==> src/rtl/dmem_arbiter_pkg.sv <==
// Shared encodings and defaults for the data-memory arbiter.
// Owner tags for the read-return path, FSM state type and counter sizing helper.
package dmem_arbiter_pkg;

  localparam logic OWN_CORE = 1'b0;
  localparam logic OWN_ACC  = 1'b1;

  localparam int DEF_MAX_WAIT  = 4;
  localparam int DEF_MAX_BURST = 8;

  typedef enum logic {
    ST_IDLE      = 1'b0,
    ST_ACC_BURST = 1'b1
  } state_t;

  // Bits needed to hold values 0..max_val inclusive.
  function automatic int cnt_width(input int max_val);
    return (max_val < 2) ? 1 : $clog2(max_val + 1);
  endfunction

endpackage

==> src/rtl/dmem_arbiter_sat_counter.sv <==
// Saturating up-counter with synchronous reset and clear.
// Clear takes priority over increment; the count sticks at MAX.
module sat_counter #(
  parameter int WIDTH = 3,
  parameter int MAX   = 4
) (
  input  logic             clk,
  input  logic             rst,
  input  logic             inc,
  input  logic             clr,
  output logic [WIDTH-1:0] count
);

  localparam logic [WIDTH-1:0] MAX_VAL = WIDTH'(MAX);

  always_ff @(posedge clk) begin
    if (rst) begin
      count <= '0;
    end else if (clr) begin
      count <= '0;
    end else if (inc && (count != MAX_VAL)) begin
      count <= count + WIDTH'(1);
    end
  end

endmodule

==> src/rtl/dmem_arbiter.sv <==
// Arbitrates the single dmem BRAM port between the core EX-stage path and the
// convolution accelerator: core priority, bounded acc wait, capped acc bursts.
module dmem_arbiter
  import dmem_arbiter_pkg::*;
#(
  parameter int AWIDTH    = 14,
  parameter int MAX_WAIT  = DEF_MAX_WAIT,
  parameter int MAX_BURST = DEF_MAX_BURST
) (
  input  logic              clk,
  input  logic              rst,
  input  logic              core_req,
  input  logic [31:0]       core_addr,
  input  logic [31:0]       core_wdata,
  input  logic [3:0]        core_we,
  output logic              core_stall,
  output logic [31:0]       core_rdata,
  output logic              core_rvalid,
  input  logic              acc_req,
  input  logic [31:0]       acc_addr,
  input  logic [31:0]       acc_wdata,
  input  logic [3:0]        acc_we,
  input  logic              acc_last,
  output logic              acc_gnt,
  output logic [31:0]       acc_rdata,
  output logic              acc_rvalid,
  output logic              dmem_en,
  output logic [AWIDTH-1:0] dmem_addr,
  output logic [31:0]       dmem_din,
  output logic [3:0]        dmem_we,
  input  logic [31:0]       dmem_dout
);

  localparam int WW = cnt_width(MAX_WAIT);
  localparam int BW = cnt_width(MAX_BURST - 1);

  state_t          state_q;
  state_t          state_d;
  logic            core_grant;
  logic            acc_grant;
  logic            yield_q;
  logic            force_yield;
  logic [WW-1:0]   wait_cnt;
  logic [BW-1:0]   beat_cnt;
  logic            wait_full;
  logic            burst_full;
  logic            rd_valid_q;
  logic            rd_owner_q;
  logic [31:0]     core_hold_q;
  logic [31:0]     acc_hold_q;
  logic            unused_addr_bits;

  assign wait_full   = (wait_cnt == WW'(MAX_WAIT));
  assign burst_full  = (beat_cnt == BW'(MAX_BURST - 1));
  assign force_yield = (state_q == ST_ACC_BURST) && acc_grant && burst_full && core_req;

  always_ff @(posedge clk) begin
    if (rst) begin
      state_q <= ST_IDLE;
      yield_q <= 1'b0;
    end else begin
      state_q <= state_d;
      yield_q <= force_yield;
    end
  end

  always_comb begin
    state_d = state_q;
    case (state_q)
      ST_IDLE:      if (acc_grant && !acc_last) state_d = ST_ACC_BURST;
      ST_ACC_BURST: if (!acc_req || acc_last || force_yield) state_d = ST_IDLE;
    endcase
  end

  // Grants are suppressed entirely while reset is held so the BRAM stays quiet.
  always_comb begin
    core_grant = 1'b0;
    acc_grant  = 1'b0;
    if (!rst) begin
      if (state_q == ST_IDLE) begin
        if (acc_req && (!core_req || wait_full) && !yield_q) acc_grant = 1'b1;
        else if (core_req)                                   core_grant = 1'b1;
        else if (acc_req)                                    acc_grant = 1'b1;
      end else begin
        if (acc_req)       acc_grant  = 1'b1;
        else if (core_req) core_grant = 1'b1;
      end
    end
  end

  sat_counter #(.WIDTH(WW), .MAX(MAX_WAIT)) u_wait_cnt (
    .clk   (clk),
    .rst   (rst),
    .inc   (acc_req && !acc_grant),
    .clr   (!acc_req || acc_grant),
    .count (wait_cnt)
  );

  sat_counter #(.WIDTH(BW), .MAX(MAX_BURST - 1)) u_beat_cnt (
    .clk   (clk),
    .rst   (rst),
    .inc   (acc_grant),
    .clr   (state_d == ST_IDLE),
    .count (beat_cnt)
  );

  assign core_stall = core_req && !core_grant;
  assign acc_gnt    = acc_grant;

  assign dmem_en   = core_grant || acc_grant;
  assign dmem_addr = acc_grant ? acc_addr[AWIDTH+1:2] : core_addr[AWIDTH+1:2];
  assign dmem_din  = acc_grant ? acc_wdata : core_wdata;
  assign dmem_we   = acc_grant ? acc_we : (core_grant ? core_we : 4'h0);

  assign unused_addr_bits = ^{core_addr[31:AWIDTH+2], core_addr[1:0],
                              acc_addr[31:AWIDTH+2], acc_addr[1:0]};

  // Remember who issued the read so next cycle's BRAM data goes to the right side.
  always_ff @(posedge clk) begin
    if (rst) begin
      rd_valid_q <= 1'b0;
      rd_owner_q <= OWN_CORE;
    end else begin
      rd_valid_q <= dmem_en && (dmem_we == 4'h0);
      rd_owner_q <= acc_grant ? OWN_ACC : OWN_CORE;
    end
  end

  assign core_rvalid = rd_valid_q && (rd_owner_q == OWN_CORE) && !rst;
  assign acc_rvalid  = rd_valid_q && (rd_owner_q == OWN_ACC) && !rst;

  always_ff @(posedge clk) begin
    if (rst) begin
      core_hold_q <= '0;
      acc_hold_q  <= '0;
    end else begin
      if (core_rvalid) core_hold_q <= dmem_dout;
      if (acc_rvalid)  acc_hold_q  <= dmem_dout;
    end
  end

  assign core_rdata = core_rvalid ? dmem_dout : core_hold_q;
  assign acc_rdata  = acc_rvalid ? dmem_dout : acc_hold_q;

endmodule

==> config.mk <==
export PLATFORM = sky130hd
export DESIGN_NAME = dmem_arbiter
export DESIGN_NICKNAME = d
export VERILOG_FILES = /design/src/rtl/dmem_arbiter_pkg.sv /design/src/rtl/dmem_arbiter_sat_counter.sv /design/src/rtl/dmem_arbiter.sv
export SDC_FILE = /design/constraint.sdc
export NUM_CORES = 1
export LEC_CHECK = 0
export ABC_AREA = 1
export BUFFER_PORTS_ARGS = -buffer_cell sky130_fd_sc_hd__buf_2
export CORE_AREA = 2 2 114 116
export DETAILED_ROUTE_END_ITERATION = 7
export DIE_AREA = 0 0 116 118
export PLACE_DENSITY = 0.7
export SYNTH_ARGS = -nofsm -noshare
export SYNTH_HDL_FRONTEND = slang
export SYNTH_HIERARCHICAL = 1
export SYNTH_SLANG_ARGS = --single-unit
==> constraint.sdc <==
create_clock -name clk -period 3.45 [get_ports clk]
set_input_delay 0.5175 -clock clk [delete_from_list [all_inputs] [get_ports clk]]
set_output_delay 0.5175 -clock clk [all_outputs]
set_load 0.005 [all_outputs]
==> reports/metrics.csv, run 1 <==
metric,value,unit
status,finished clean,
cell area after layout,5780,sq um
clock latency on the worst-skew pair,0.33,ns
gpl congestion,0.810,
final setup margin,0.747,ns
crit path max fanout,42,
H-tree depth,3,
Num CTS Buffers,9,
GRT Residual Overflow,0,
share of cells above drive strength 1,39.9,%
Worst VDD drop,0.000211,V
mean post-synth cell area,6.45,sq um
largest net degree at the start of global routing,56,
hold path cells,3,
row cnt,41,
Post-Syn Instances,638,
number of diodes,0,
fillcell total,1338,
minimum clock period,2.70,ns
clock slew at reported path FFs,0.06,ns
CTS resizes,0,
clk sinks,74,
CTS hold repair buffers,0,
crit path DAT,2.19,ns
"worst slack, placed",0.810,ns
Crit. End Element,output pin,
routed via count,4551,
critical path class,reg -> out,
synthesis-to-finish area growth,40.5,%
Die Wd,116,um
root buffer cell,clkbuf_16,
"Seq/Total Area, Yosys",36.0,%
first-pass GRT wire length,20100,um
leak pwr,3.72,nW
post-route clock period utilization,78.3,%
hold_ws,0.447,ns
drt initial violations,278,
Pwr Total,0.00227,W
DP Area,5490,sq um
Startpoint Class,flop,
DP HPWL,9980,um
Synth Cell Area,4110,sq um
setup violators final,0,
gr usage total,18.6,%
Synth cell types,24,
worst hold path type,in -> reg,
Max-slew headroom,57.1,%
I/O Buffers,255,
Max-Cap Viols,0,
synth warn,6,
CP required,2.93,ns
DRT antenna net count,0,
Post-CTS Setup Inserts,0,
setup TNS,0,ns
#FFs+latches synth,74,
WL per Instance,12.1,um
DRC violations left,0,
Final Skew,0.00701,ns
Die Area,13700,sq um
Worst Max-Slew Pin Slew,0.643,ns
core box area,12400,sq um
Vias/cell,4.31,
Post-Synthesis Net Count,815,
CTS tree,built,
max frequency,370,MHz
Total Wirelength,12800,um
RSZ-0062 raised after global routing,no,
max-slew violation count,0,
worst reg2reg path depth,12,
Final Hold Fails,0,
Final #Nets,1056,
CTS max path bufs,2,
die height,118,um
DR pass1 iterations,4,
cell area power density,393,nW/um^2
IO Count,292,
initial antenna violation count,0,
vias in the first global route,4126,
Starting Density,33.1,%
[critical path: stages (launching register included)]
cell and delay [ns]:
dfxtp_1 0.35, nor3_2 0.20, nand2_2 0.12, nand2_4 0.11, nand2_4 0.05, inv_2 0.47
buf_4 0.30, nand2_1 0.09, nand2_1 0.06, buf_2 0.10
[cell type report]
| cell class | instances | area, sq um | area share, % |
|---|---|---|---|
| Clock buffer | 10 | 229 | 3.96 |
| Clock inverter | 6 | 67.6 | 1.17 |
| Inverter | 123 | 462 | 7.99 |
| Multi-Input combinational cell | 408 | 1990 | 34.4 |
| Sequential cell | 74 | 1480 | 25.6 |
| Tap cell | 172 | 215 | 3.72 |
| Timing Repair Buffer | 263 | 1340 | 23.1 |
[cells in the mapped netlist, drive strengths merged]
library cell  number  share of area [%]
inv              123                 11
o21ai             33                4.0
a21oi             36                4.4
and2               1               0.15
or2               64                9.7
a211oi            32                5.8
nand2            167                 16
nor2              53                4.9
nand3b             1               0.18
nor3               2               0.36
clkbuf            15                1.5
ha                 4                1.2
nand3             15                1.8
dfxtp             74                 36
buf               18                2.9
[cells by family after synthesis]
group | Yosys count | synth area share [%]
adders and majority gates | 4 | 1.22
buffers and inverters | 156 | 15.6
DFF | 74 | 36.0
AOI/OAI and AO/OA | 101 | 14.2
and+or+nand+nor | 303 | 32.9
[stage by stage]
stage | utilization, % | cells
2_1_floorplan | - | 638
3_3_place_gp | 44.2 | 1040
3_5_place_dp | 44.2 | 1040
4_1_cts | 46.6 | 1056
5_1_grt | 46.6 | 1056
6_report | 46.6 | 1056
[layout by cell type, fill, tap and decap left out]
master and instances:
buf_2 255, nand2_1 162, inv_1 119, dfxtp_1 74
or2_2 64, nor2_1 52, a21oi_1 36, a211oi_1 32
o21ai_1 18, o21ai_0 15, nand3_1 15, clkbuf_16 9
buf_4 8, inv_2 4, ha_1 4, nand2_2 3
nand2_4 2, clkinv_4 2, clkinvlp_4 2, nor3_2 1
nand3b_1 1, nor3_1 1, and2_1 1, clkbuf_1 1
bufinv_16 1, clkinv_2 1, nor2_2 1
[layer usage]
layer	GRT usage (%)	vias to the layer above	part of all wire [%]
met1	21.4	1936	40
li1	-	2425	-
met4	6.85	0	2.1
met2	33.1	173	50
met3	4.33	17	7.4
met5	0	-	0
[worst paths after layout]
check,slack [ns],end,start
worst max register to register,1.47,u_wait_cnt/count[2],u_wait_cnt/count[0]
worst min-delay path,0.45,core_hold_q[10],dmem_dout[10]
worst min register to register,0.51,u_beat_cnt/count[1],u_beat_cnt/count[1]
worst max-delay path,0.75,dmem_we[2],state_q
[power by group]
part | internal [W] | total [W] | switching [W]
registers | 0.000883 | 0.000889 | 0.00000664
clock network | 0.000561 | 0.000915 | 0.000355
logic | 0.000215 | 0.000467 | 0.000252
[sequential cells by signal, summed over array words and instances, names as in the netlist]
signal / count
u_wait_cnt/count: 3
yield_q: 1
rd_valid_q: 1
core_hold_q: 32
state_q: 1
acc_hold_q: 32
u_beat_cnt/count: 3
rd_owner_q: 1
(Power assumes the default switching activity.)
==> run 2: changes to the inputs <==
PLACE_DENSITY = 0.73   (was 0.7)
clock period = 2.4 ns   (was 3.45 ns; I/O delays follow)
==> run 2 against run 1 <==
Against the previous run: combinational power is 44% higher; hold slack worse by 0.15 ns; power is 46% higher; wire length is 4.7% lower; setup slack worse by 0.55 ns; design area is 1.1% higher; highest routed layer unchanged; largest cell class unchanged; first-iteration DRC count is 29% lower; largest power group unchanged; critical path depth stayed put; sequential power is 44% higher; clock-buffer cell count is 3 higher; core utilization is 0.53 points higher; via count is 1.1% lower.
==> reports/metrics.csv, run 2 (same netlist as run 1, synthesis figures left out) <==
metric,value,unit
Seq pwr share,38.6,%
leak pwr,3.75,nW
synthesis-to-finish area growth,42.2,%
DR pass1 iterations,4,
drt initial violations,197,
Starting Density,33.1,%
Num CTS Buffers,9,
max frequency,454,MHz
"commonest non-fill, non-tap cell in the layout",buf_2,
root buffer cell,clkbuf_16,
DRC violations left,0,
Largest regs,"acc_hold_q x32, core_hold_q x32",
max-slew violation count,0,
cell area power density,566,nW/um^2
Final Hold Fails,0,
DP HPWL,9330,um
CTS tree,built,
first-pass GRT wire length,18800,um
most frequent cells in the layout,"buf_2 (255), nand2_1 (162), inv_1 (119)",
Max-Cap Viols,0,
I/O Buffers,255,
Reg2Reg Setup Slack,0.49,ns
setup TNS,0,ns
CTS max path bufs,2,
Final Skew,0.00409,ns
fillcell total,1347,
post-route clock period utilization,91.8,%
CTS resizes,0,
vias in the first global route,3996,
Startpoint Class,flop,
Post-CTS Setup Inserts,0,
clock slew at reported path FFs,0.05,ns
initial antenna violation count,0,
Worst Max-Slew Pin Slew,0.764,ns
combinational share of power,20.3,%
Final #Nets,1057,
Die Area,13700,sq um
gpl congestion,0.805,
cell internal pwr,0.00247,W
worst hold path type,in -> reg,
placed insts,1041,
fin cells,1056,
Clk pwr share,41.1,%
minimum clock period,2.20,ns
CP required,2.04,ns
number of diodes,0,
crit path DAT,1.84,ns
Vias/cell,4.26,
hold_ws,0.296,ns
switching power total,0.000843,W
largest net degree at the start of global routing,68,
clk sinks,74,
row cnt,41,
CTS hold repair buffers,0,
routed via count,4503,
Worst VDD drop,0.000286,V
die height,118,um
Die Wd,116,um
share of cells above drive strength 1,39.9,%
setup violators final,0,
WL per Instance,11.5,um
H-tree depth,3,
gr usage total,17.4,%
crit path max fanout,48,
core box area,12400,sq um
IO Count,292,
clock latency on the worst-skew pair,0.33,ns
Net Sw Frac,25.5,%
RSZ-0062 raised after global routing,no,
status,finished clean,
critical path class,reg -> out,
Total Wirelength,12200,um
GRT Residual Overflow,0,
Crit. End Element,output pin,
Max-slew headroom,49.1,%
DRT antenna net count,0,
## run 2: cell types whose count changed in the layout (fill, tap and decap cells not counted), sizes merged
cell	delta
buf	+1
clkbuf	+3
clkinvlp	-2
clkinv	-2
## run 2: layout make-up
| cell class | instances | area (sq um) | area share [%] |
|---|---|---|---|
| multi-input combinational | 408 | 1990 | 34.0 |
| timing repair buffer | 264 | 1390 | 23.8 |
| sequential | 74 | 1480 | 25.3 |
| clock inverter | 2 | 35.0 | 0.599 |
| clock buffer | 13 | 270 | 4.62 |
| tap | 172 | 215 | 3.68 |
| inverter | 123 | 462 | 7.89 |
## run 2: final timing paths
path,from,to,cells after the start
setup / recovery,state_q,dmem_din[6],9
hold / removal,dmem_dout[11],core_hold_q[11],3
setup reg to reg,u_wait_cnt/count[0],u_wait_cnt/count[1],13
hold reg to reg,u_beat_cnt/count[1],u_beat_cnt/count[1],2
## run 2: worst max-delay path, cell delays in order (launching register included)
cell and delay, ns:
dfxtp_1 0.35, nor3_2 0.20, nand2_2 0.12, nand2_4 0.11
nand2_4 0.06, inv_2 0.13, buf_12 0.23, nand2_1 0.12
nand2_1 0.07, buf_2 0.10
## run 2: power by group through the flow
stage,Combinational [W],Sequential [W],Clock (W)
finish,0.000673,0.00128,0.00136
global route,0.000761,0.00128,0.00145
CTS,0.000682,0.00128,0.00140
detailed placement,0.000680,0.00131,0
global placement,0.000673,0.00130,0
floorplan,0.000356,0.00130,0
## run 2: layer usage
metal / wire length (um) / global-route usage [%]
met2: 6180 / 32.1
met4: 207 / 5.73
met3: 789 / 4.27
met1: 5000 / 19.0
met5: 0 / 0
## run 2: metrics by stage
| stage | power (W) | utilization [%] | area [sq um] | setup slack (ns) |
|---|---|---|---|---|
| 6_report | 0.00331 | 47.1 | 5850 | 0.197 |
| 5_1_grt | 0.00349 | 47.1 | 5850 | 0.0179 |
| 4_1_cts | 0.00336 | 47.1 | 5850 | 0.159 |
| 3_5_place_dp | 0.00199 | 44.6 | 5540 | 0.342 |
| 3_3_place_gp | 0.00198 | 44.6 | 5540 | 0.347 |
| 2_1_floorplan | 0.00166 | - | 4110 | 0.806 |
